File: src/rtl/iot_sensor_pkg.sv
// iot_sensor_pkg: shared sensor frame types, delimiters and framer state encoding.
//   sensor_type_e    2-bit sensor identifier
//   sensor_packet_t  9-byte frame, byte 0 in the most significant position
//   framer_state_e   framer FSM states
//   packet_byte()    selects byte 0..8 of a frame
package iot_sensor_pkg;

    typedef enum logic [1:0] {
        SENSOR_TEMP,
        SENSOR_HUMID,
        SENSOR_PRESS,
        SENSOR_LIGHT
    } sensor_type_e;

    localparam logic [7:0] PACKET_START_DELIM = 8'h7E;
    localparam logic [7:0] PACKET_END_DELIM   = 8'h7E;
    localparam logic [7:0] PACKET_LENGTH      = 8'h08;
    localparam int         PACKET_BYTES       = 9;

    typedef struct packed {
        logic [7:0]  start_delim;
        logic [7:0]  id_byte;
        logic [7:0]  length;
        logic [15:0] timestamp;
        logic [15:0] data;
        logic [7:0]  checksum;
        logic [7:0]  end_delim;
    } sensor_packet_t;

    typedef enum logic {
        FR_IDLE,
        FR_SEND
    } framer_state_e;

    // Byte 0 is the first field of the packed struct, i.e. the top byte.
    function automatic logic [7:0] packet_byte(input sensor_packet_t p, input logic [3:0] idx);
        logic [PACKET_BYTES-1:0][7:0] b;
        b = p;
        return b[4'(PACKET_BYTES-1) - idx];
    endfunction

endpackage

File: src/rtl/packet_checksum.sv
// packet_checksum: combinational checksum over frame bytes 1..6.
//   bytes_i  six payload bytes (order irrelevant)
//   cksum_o  XOR of the bytes by default; with IOT_PKT_CKSUM_SUM_EN defined,
//            the two's complement of their 8-bit sum
module packet_checksum (
    input  logic [5:0][7:0] bytes_i,
    output logic [7:0]      cksum_o
);

    always_comb begin
        cksum_o = '0;
        for (int i = 0; i < 6; i++)
`ifdef IOT_PKT_CKSUM_SUM_EN
            cksum_o = cksum_o + bytes_i[i];
        cksum_o = -cksum_o;
`else
            cksum_o = cksum_o ^ bytes_i[i];
`endif
    end

endmodule

File: src/rtl/sensor_packet_framer.sv
// sensor_packet_framer: formats one sensor sample into a 9-byte frame and streams it byte by byte.
//   clk, rst                 clock, asynchronous active-high reset
//   in_valid/in_ready        sample handshake; in_sensor_id, in_timestamp, in_data sample fields
//   out_valid/out_ready      byte handshake; out_byte with out_sof (byte 0) and out_eof (byte 8)
//   busy                     frame in progress
//   frames_sent              completed frames, wraps at 2^CNT_WIDTH
// Checksum mode selected by IOT_PKT_CKSUM_SUM_EN inside packet_checksum.
module sensor_packet_framer
    import iot_sensor_pkg::*;
#(
    parameter int CNT_WIDTH = 16
) (
    input  logic                 clk,
    input  logic                 rst,
    input  logic                 in_valid,
    output logic                 in_ready,
    input  logic [1:0]           in_sensor_id,
    input  logic [15:0]          in_timestamp,
    input  logic [15:0]          in_data,
    output logic                 out_valid,
    input  logic                 out_ready,
    output logic [7:0]           out_byte,
    output logic                 out_sof,
    output logic                 out_eof,
    output logic                 busy,
    output logic [CNT_WIDTH-1:0] frames_sent
);

    framer_state_e        state_q;
    logic [3:0]           idx_q;
    logic [3:0]           idx_d;
    sensor_packet_t       frame_q;
    logic [7:0]           out_byte_q;
    logic                 sof_q;
    logic                 eof_q;
    logic [CNT_WIDTH-1:0] cnt_q;
    logic [7:0]           cksum;

    assign idx_d = idx_q + 4'd1;

    packet_checksum u_cksum (
        .bytes_i ({frame_q.id_byte, frame_q.length, frame_q.timestamp, frame_q.data}),
        .cksum_o (cksum)
    );

    always_ff @(posedge clk or posedge rst) begin
        if (rst) begin
            state_q    <= FR_IDLE;
            idx_q      <= '0;
            frame_q    <= '0;
            out_byte_q <= '0;
            sof_q      <= 1'b0;
            eof_q      <= 1'b0;
            cnt_q      <= '0;
        end else if (state_q == FR_IDLE) begin
            if (in_valid) begin
                frame_q    <= '{start_delim: PACKET_START_DELIM,
                                id_byte:     {in_sensor_id, 6'b0},
                                length:      PACKET_LENGTH,
                                timestamp:   in_timestamp,
                                data:        in_data,
                                checksum:    8'h00,
                                end_delim:   PACKET_END_DELIM};
                idx_q      <= '0;
                out_byte_q <= PACKET_START_DELIM;
                sof_q      <= 1'b1;
                eof_q      <= 1'b0;
                state_q    <= FR_SEND;
            end
        end else begin
            // Checksum is captured while byte 0 is on the bus, long before byte 7 is fetched.
            if (idx_q == 4'd0)
                frame_q.checksum <= cksum;
            if (out_ready) begin
                if (idx_q == 4'd8) begin
                    cnt_q   <= cnt_q + CNT_WIDTH'(1);
                    eof_q   <= 1'b0;
                    state_q <= FR_IDLE;
                end else begin
                    idx_q      <= idx_d;
                    out_byte_q <= packet_byte(frame_q, idx_d);
                    sof_q      <= 1'b0;
                    eof_q      <= (idx_d == 4'd8);
                end
            end
        end
    end

    assign busy        = (state_q == FR_SEND);
    assign out_valid   = busy;
    assign in_ready    = !busy;
    assign out_byte    = out_byte_q;
    assign out_sof     = sof_q;
    assign out_eof     = eof_q;
    assign frames_sent = cnt_q;

endmodule

File: config.mk
export PLATFORM = sky130hd
export DESIGN_NAME = sensor_packet_framer
export DESIGN_NICKNAME = d
export VERILOG_FILES = /design/src/rtl/iot_sensor_pkg.sv /design/src/rtl/packet_checksum.sv /design/src/rtl/sensor_packet_framer.sv
export SDC_FILE = /design/constraint.sdc
export NUM_CORES = 1
export LEC_CHECK = 0
export BUFFER_PORTS_ARGS = -buffer_cell sky130_fd_sc_hd__buf_2
export CAP_MARGIN = 40
export CORE_UTILIZATION = 35
export DETAILED_ROUTE_END_ITERATION = 8
export GPL_ROUTABILITY_DRIVEN = 0
export MAX_ROUTING_LAYER = met4
export PLACE_DENSITY = 0.54
export SYNTH_ARGS = -nofsm -noshare
export SYNTH_HDL_FRONTEND = slang
export SYNTH_SLANG_ARGS = --single-unit
File: constraint.sdc
create_clock -name clk -period 3.1 [get_ports clk]
set_clock_uncertainty 0.1 [all_clocks]
set_input_delay 0.62 -clock clk [delete_from_list [all_inputs] [get_ports clk]]
set_output_delay 0.62 -clock clk [all_outputs]
set_load 0.02 [all_outputs]
# [After elaboration in Yosys (flattened, before gate mapping)]
# Cells that the tools add are included.
[word_totals] mem_count=0 register_bits=75 inputBits=38 wordCells=60 mem_bits_rw=0 latch_bits=0 output_inout_bits=29 mem_bits_ro=0
[op_classes] addsub=3 eq_ne=5 bitwise_logic=6 reduce_logical=8 multipliers=0 div=0 shift=0 magnitude_cmp=1 mux=25
[op_table] op="8-bit 2-to-1 mux" n=7
[op_table] op="8-bit binary-select mux with 4-bit select" n=1
[op_table] op="8-bit bitwise XOR" n=4
[op_table] op="16-bit by 1-bit adder with 16-bit output (second input constant)" n=1
[op_table] op="16-bit 2-to-1 mux" n=1
[op_table] op="4-bit 2-to-1 mux" n=4
[op_table] op="1-bit 2-to-1 mux" n=12
[op_table] op="4-bit == test (second input constant)" n=2
[op_table] op="8-bit by 4-bit bitwise XOR with 8-bit output" n=1
[op_table] op="2-bit AND reduction" n=3
[op_table] op="3-bit AND reduction" n=2
[op_table] op="4-bit by 5-bit less-than comparator with 1-bit output (second input constant)" n=1
[op_table] op="4-bit by 1-bit adder with 4-bit output (second input constant)" n=1
[op_table] op="4-bit zero test" n=1
[op_table] op="2-bit inequality test (second input constant)" n=2
[op_table] op="4-bit subtractor (first input constant)" n=1
[op_table] op="2-bit by 1-bit inequality test with 1-bit output (second input constant)" n=1
[op_table] op="2-bit nonzero test" n=1
[op_table] op="1-bit zero test" n=1
[op_table] op="1-bit NOT" n=1

# [Depth between registers and ports, before layout]
[logic_depth] depth_word=7 mapped_depth=9 depth_no_buf=7

# [Hierarchy]
# Synthesis repeated with hierarchy kept, for this count alone.
[hier_totals] hier_cells=409 hier_area_um2=3991.3
[by_module_without_submodules] mod="sensor_packet_framer" area_per_inst_um2=3540.9 cells_per_inst=377 seq_area_each_um2=1851.8 n_inst=1
[by_module_without_submodules] mod="packet_checksum" area_per_inst_um2=450.4 cells_per_inst=32 seq_area_each_um2=0.0 n_inst=1

# [Least setup slack after synthesis]
# Ideal clock, no wire load.
[synth_path] path_kind="reg-to-reg" startpoint="register idx_q[0]" endpoint="register out_byte_q[1], in the netlist out_byte[1]" synth_period_minus_slack_ns=2.238 arrival_ns=2.016 required_ns=2.877 setup_ns=0.123 stages_incl_launch_ff=9 n_path_buf=1 setup_slack_ns=0.862 cell_sequence="dfrtp_1 inv_1 ha_1 buf_4 and3_1 a211o_1 a21bo_2 a211o_2 o221a_2"
[synth_via] elab_chain_len=7 word_cells_on_any_way=10 classes_between="2 x add/sub; 2 x eq/ne; 5 x mux; 1 x reduce/logical"
[synth_rtl] element="start, declared" line_no="sensor_packet_framer.sv:30" source="logic [3:0] idx_q;"
[synth_rtl] element="start signal, assigned" line_no="sensor_packet_framer.sv:80" source="idx_q <= idx_d;"
[synth_rtl] element="4-bit by 1-bit adder with 4-bit output" line_no="sensor_packet_framer.sv:39" source="assign idx_d = idx_q + 4'd1;"
[synth_rtl] element="4-bit subtractor" line_no="iot_sensor_pkg.sv:39" source="return b[4'(PACKET_BYTES-1) - idx];"
[synth_rtl] element="8-bit binary-select mux with 4-bit select" line_no="iot_sensor_pkg.sv:39"
[synth_rtl] element="8-bit 2-to-1 mux (not written as such)" line_no="iot_sensor_pkg.sv:39"
[synth_rtl] element="8-bit 2-to-1 mux" line_no="sensor_packet_framer.sv:75" source="if (idx_q == 4'd8) begin"
[synth_rtl] element="8-bit 2-to-1 mux" line_no="sensor_packet_framer.sv:74" source="if (out_ready) begin"
[synth_rtl] element="8-bit 2-to-1 mux" line_no="sensor_packet_framer.sv:55" source="end else if (state_q == FR_IDLE) begin"
[synth_rtl] element="end signal, assigned" line_no="sensor_packet_framer.sv:81" source="out_byte_q <= packet_byte(frame_q, idx_d);"
[synth_rtl] element="end, declared" line_no="sensor_packet_framer.sv:33" source="logic [7:0] out_byte_q;"
# Parallel ways exist; a longest one is shown, timed or not. The select of a mux whose other input is x is not followed.
# A chain may end at the register's enable or synchronous reset.

# [Worst setup path in the final report]
[layout_path] startpoint="register idx_q[1]" endpoint="register out_byte_q[1], in the netlist out_byte[1]"
# The elaborated chain is that of the path after synthesis.

==> flow_metrics.py <==
metrics = {
    "setup_path": {
        "path_max_fanout": 10,
        "critPathArrivalTime_ns": 2.70,
        "cp.required_ns": 3.30,
        "critPathCaptureType": "register",
        "critPathKind": "reg -> reg",
        "cp-start-kind": "register",
    },
    "worst_hold_path": {
        "hp-class": "in -> async",
    },
    "die": {
        "core_area_sq_um": 10400,
        "die_h_microns": 106,
        "die-area_sq_um": 11200,
        "pin_count": 67,
        "fp.dieW_microns": 106,
        "initial_utilization_pct": 36.3,
        "rows": 37,
    },
    "timing": {
        "setup_tns_ns": 0,
        "period_share_pct": 80.6,
        "rsz0062_at_grt": "false",
        "fmax_ghz": 0.400,
        "post-route-min-period_ns": 2.50,
        "final_hold_viol_count": 0,
        "max_slew_margin_pct": 55.4,
        "slew_violations": 0,
        "worstMarginPinSlew_ns": 0.666,
        "finalSetupViolations": 0,
    },
    "global_route": {
        "grtUsageMet2_pct": 25.1,
        "busiest_layer": "met2",
        "use_met3_pct": 2.64,
        "grt_usage_pct": 17.4,
        "grt_pass1_wl_mm": 14.6,
        "grtUsageMet1_pct": 24.3,
        "grt_max_degree": 48,
        "grt_antenna_before_repair": 0,
        "grt_pass1_vias": 2839,
        "overflow": 0,
    },
    "cts": {
        "cts_buffers": 9,
        "clkSinkCount": 74,
        "cts_setup_buffers": 0,
        "cts_tree": "built",
        "post_cts_resized": 0,
        "clock_latency_ns": 0.35,
        "root_buffer": "clkbuf_8",
        "postCtsHoldBufs": 0,
        "clockBufferDepth": 2,
        "clkTransAtPathRegs_ns": 0.08,
        "cts-htree-levels": 3,
    },
    "detailed_routing": {
        "drc_errors": 0,
        "drtIter0Drc": 90,
        "wirelength_mm": 8.52,
        "first_pass_iters": 5,
        "vias_per_cell": 4.84,
        "ant_nets": 0,
        "routed-via-count": 2870,
        "wl_per_cell_microns": 14.4,
    },
    "yosys": {
        "synth_area_sq_um": 3780,
        "synth-edff-count": 0,
        "yosysTopAreaCell": "dfrtp_1",
        "synth_area_leaders": "dfrtp_1 49%, nand2_1 12%, xnor2_1 8.1%",
        "synth_common_cells": "117 x nand2_1, 74 x dfrtp_1, 35 x xnor2_1",
        "synth_cells": 387,
        "ys_seq_area_share_pct": 49.0,
        "yosys_warnings": 0,
        "yosysMostFrequentCell": "nand2_1",
        "yosys_register_bits": 74,
        "syn_avg_cell_area_sq_um": 9.77,
        "yosys_most_used_dff": "dfrtp_1",
        "synthArstFlopShare_pct": 100,
        "synthDominantCellAreaShare_pct": 49.0,
        "syn_nets": 429,
        "yosysUniqueCellTypes": 46,
    },
    "layout": {
        "drive_gt1_share_pct": 24.7,
        "fin_nets": 494,
        "area_delta_synth_final_pct": 17.9,
        "antenna_cells": 0,
    },
    "power_and_ir_drop": {
        "vdd_ir_drop_max_mv": 0.400,
        "power_density_nw_per_um2": 1100,
        "p_total_mw": 4.92,
        "p_leak_nw": 2.21,
    },
    "place": {
        "dp_hpwl_mm": 6.01,
        "portBuffers": 66,
    },
    "run_status": {
        "outcome": "finished clean",
    },
    "job": {
        "maxCapViolCount": 0,
    },
}
## metal layers
metal,wire length [microns],part of all wire (%)
met5,0,0
met4,164,1.9
met3,248,2.9
met2,3850,45
met1,4260,50
## sequential cells by signal, summed over array words and instances (netlist names)
signal and flops:
out_byte 8, out_sof 1, frame_q 43, idx_q 4
frames_sent 16, busy 1, out_eof 1
## report_power, final
part,switching (mW),internal (mW)
Clock,0.347,0.416
Sequential,0.398,1.35
Combinational,1.23,1.18
Total,1.97,2.94
## path summary, 6_finish.rpt
path | start | end | slack, ns | cells after the start
setup / recovery | idx_q[1] | out_byte[1] | 0.60 | 7
hold / removal | rst | out_byte[1] | 0.26 | 2
setup reg to reg | idx_q[1] | out_byte[1] | 0.60 | 7
hold reg to reg | frames_sent[15] | frames_sent[15] | 0.38 | 1
max in group asynchronous | rst | frame_q[19] | 1.97 | 3
min in group clk | in_timestamp[5] | frame_q[37] | 0.36 | 3
## placed cells by master (no fill, tap or decap), types with 9 or more instances in the layout
master / n
nand2_1: 117
dfrtp_1: 74
buf_2: 66
xnor2_1: 35
nor2_1: 23
nand3_1: 16
o21ai_0: 11
clkbuf_8: 11
xor2_1: 9
## logic make-up (layout without fill, tap and decap cells)
| logic type | after synthesis | count (layout) | share of synthesized area (%) |
|---|---|---|---|
| mux | 15 | 15 | 6.06 |
| fa+ha+maj | 4 | 4 | 1.32 |
| buf+inv | 26 | 96 | 3.05 |
| simple gates | 183 | 183 | 21.8 |
| xor+xnor | 46 | 46 | 11.1 |
| flops | 74 | 74 | 49.0 |
| compound gates | 39 | 39 | 7.68 |
## stage by stage
| step | setup WS, ns | std cells | hold WS, ns | instance area (sq um) | utilization [%] |
|---|---|---|---|---|---|
| after CTS | 0.582 | 593 | 0.266 | 4460 | 42.8 |
| final | 0.601 | 593 | 0.259 | 4460 | 42.8 |
| after floorplan | 0.498 | 387 | 0.364 | 3780 | - |
| after global routing | 0.431 | 593 | 0.308 | 4460 | 42.8 |
| after global placement | 0.604 | 577 | 0.358 | 4260 | 40.9 |
| after detailed placement | 0.615 | 577 | 0.371 | 4260 | 40.9 |
## worst max-delay path, cell delays in order (launching register included)
cell      delay (ns)
dfrtp_1         0.47
inv_1           0.07
ha_1            0.55
nor4bb_1        0.12
a211o_1         0.34
and4b_1         0.20
o21bai_2        0.34
o221a_2         0.26
## layout make-up
cell class,instances,area (sq um)
multi-input cells,287,1820
clock buffers,14,163
repair buffers,73,395
well taps,136,170
flip-flops and latches,74,1850
inverters,7,26.3
fillers,1049,5960
clock inverters,2,35.0
No activity file was read; power rests on OpenSTA's default activity.
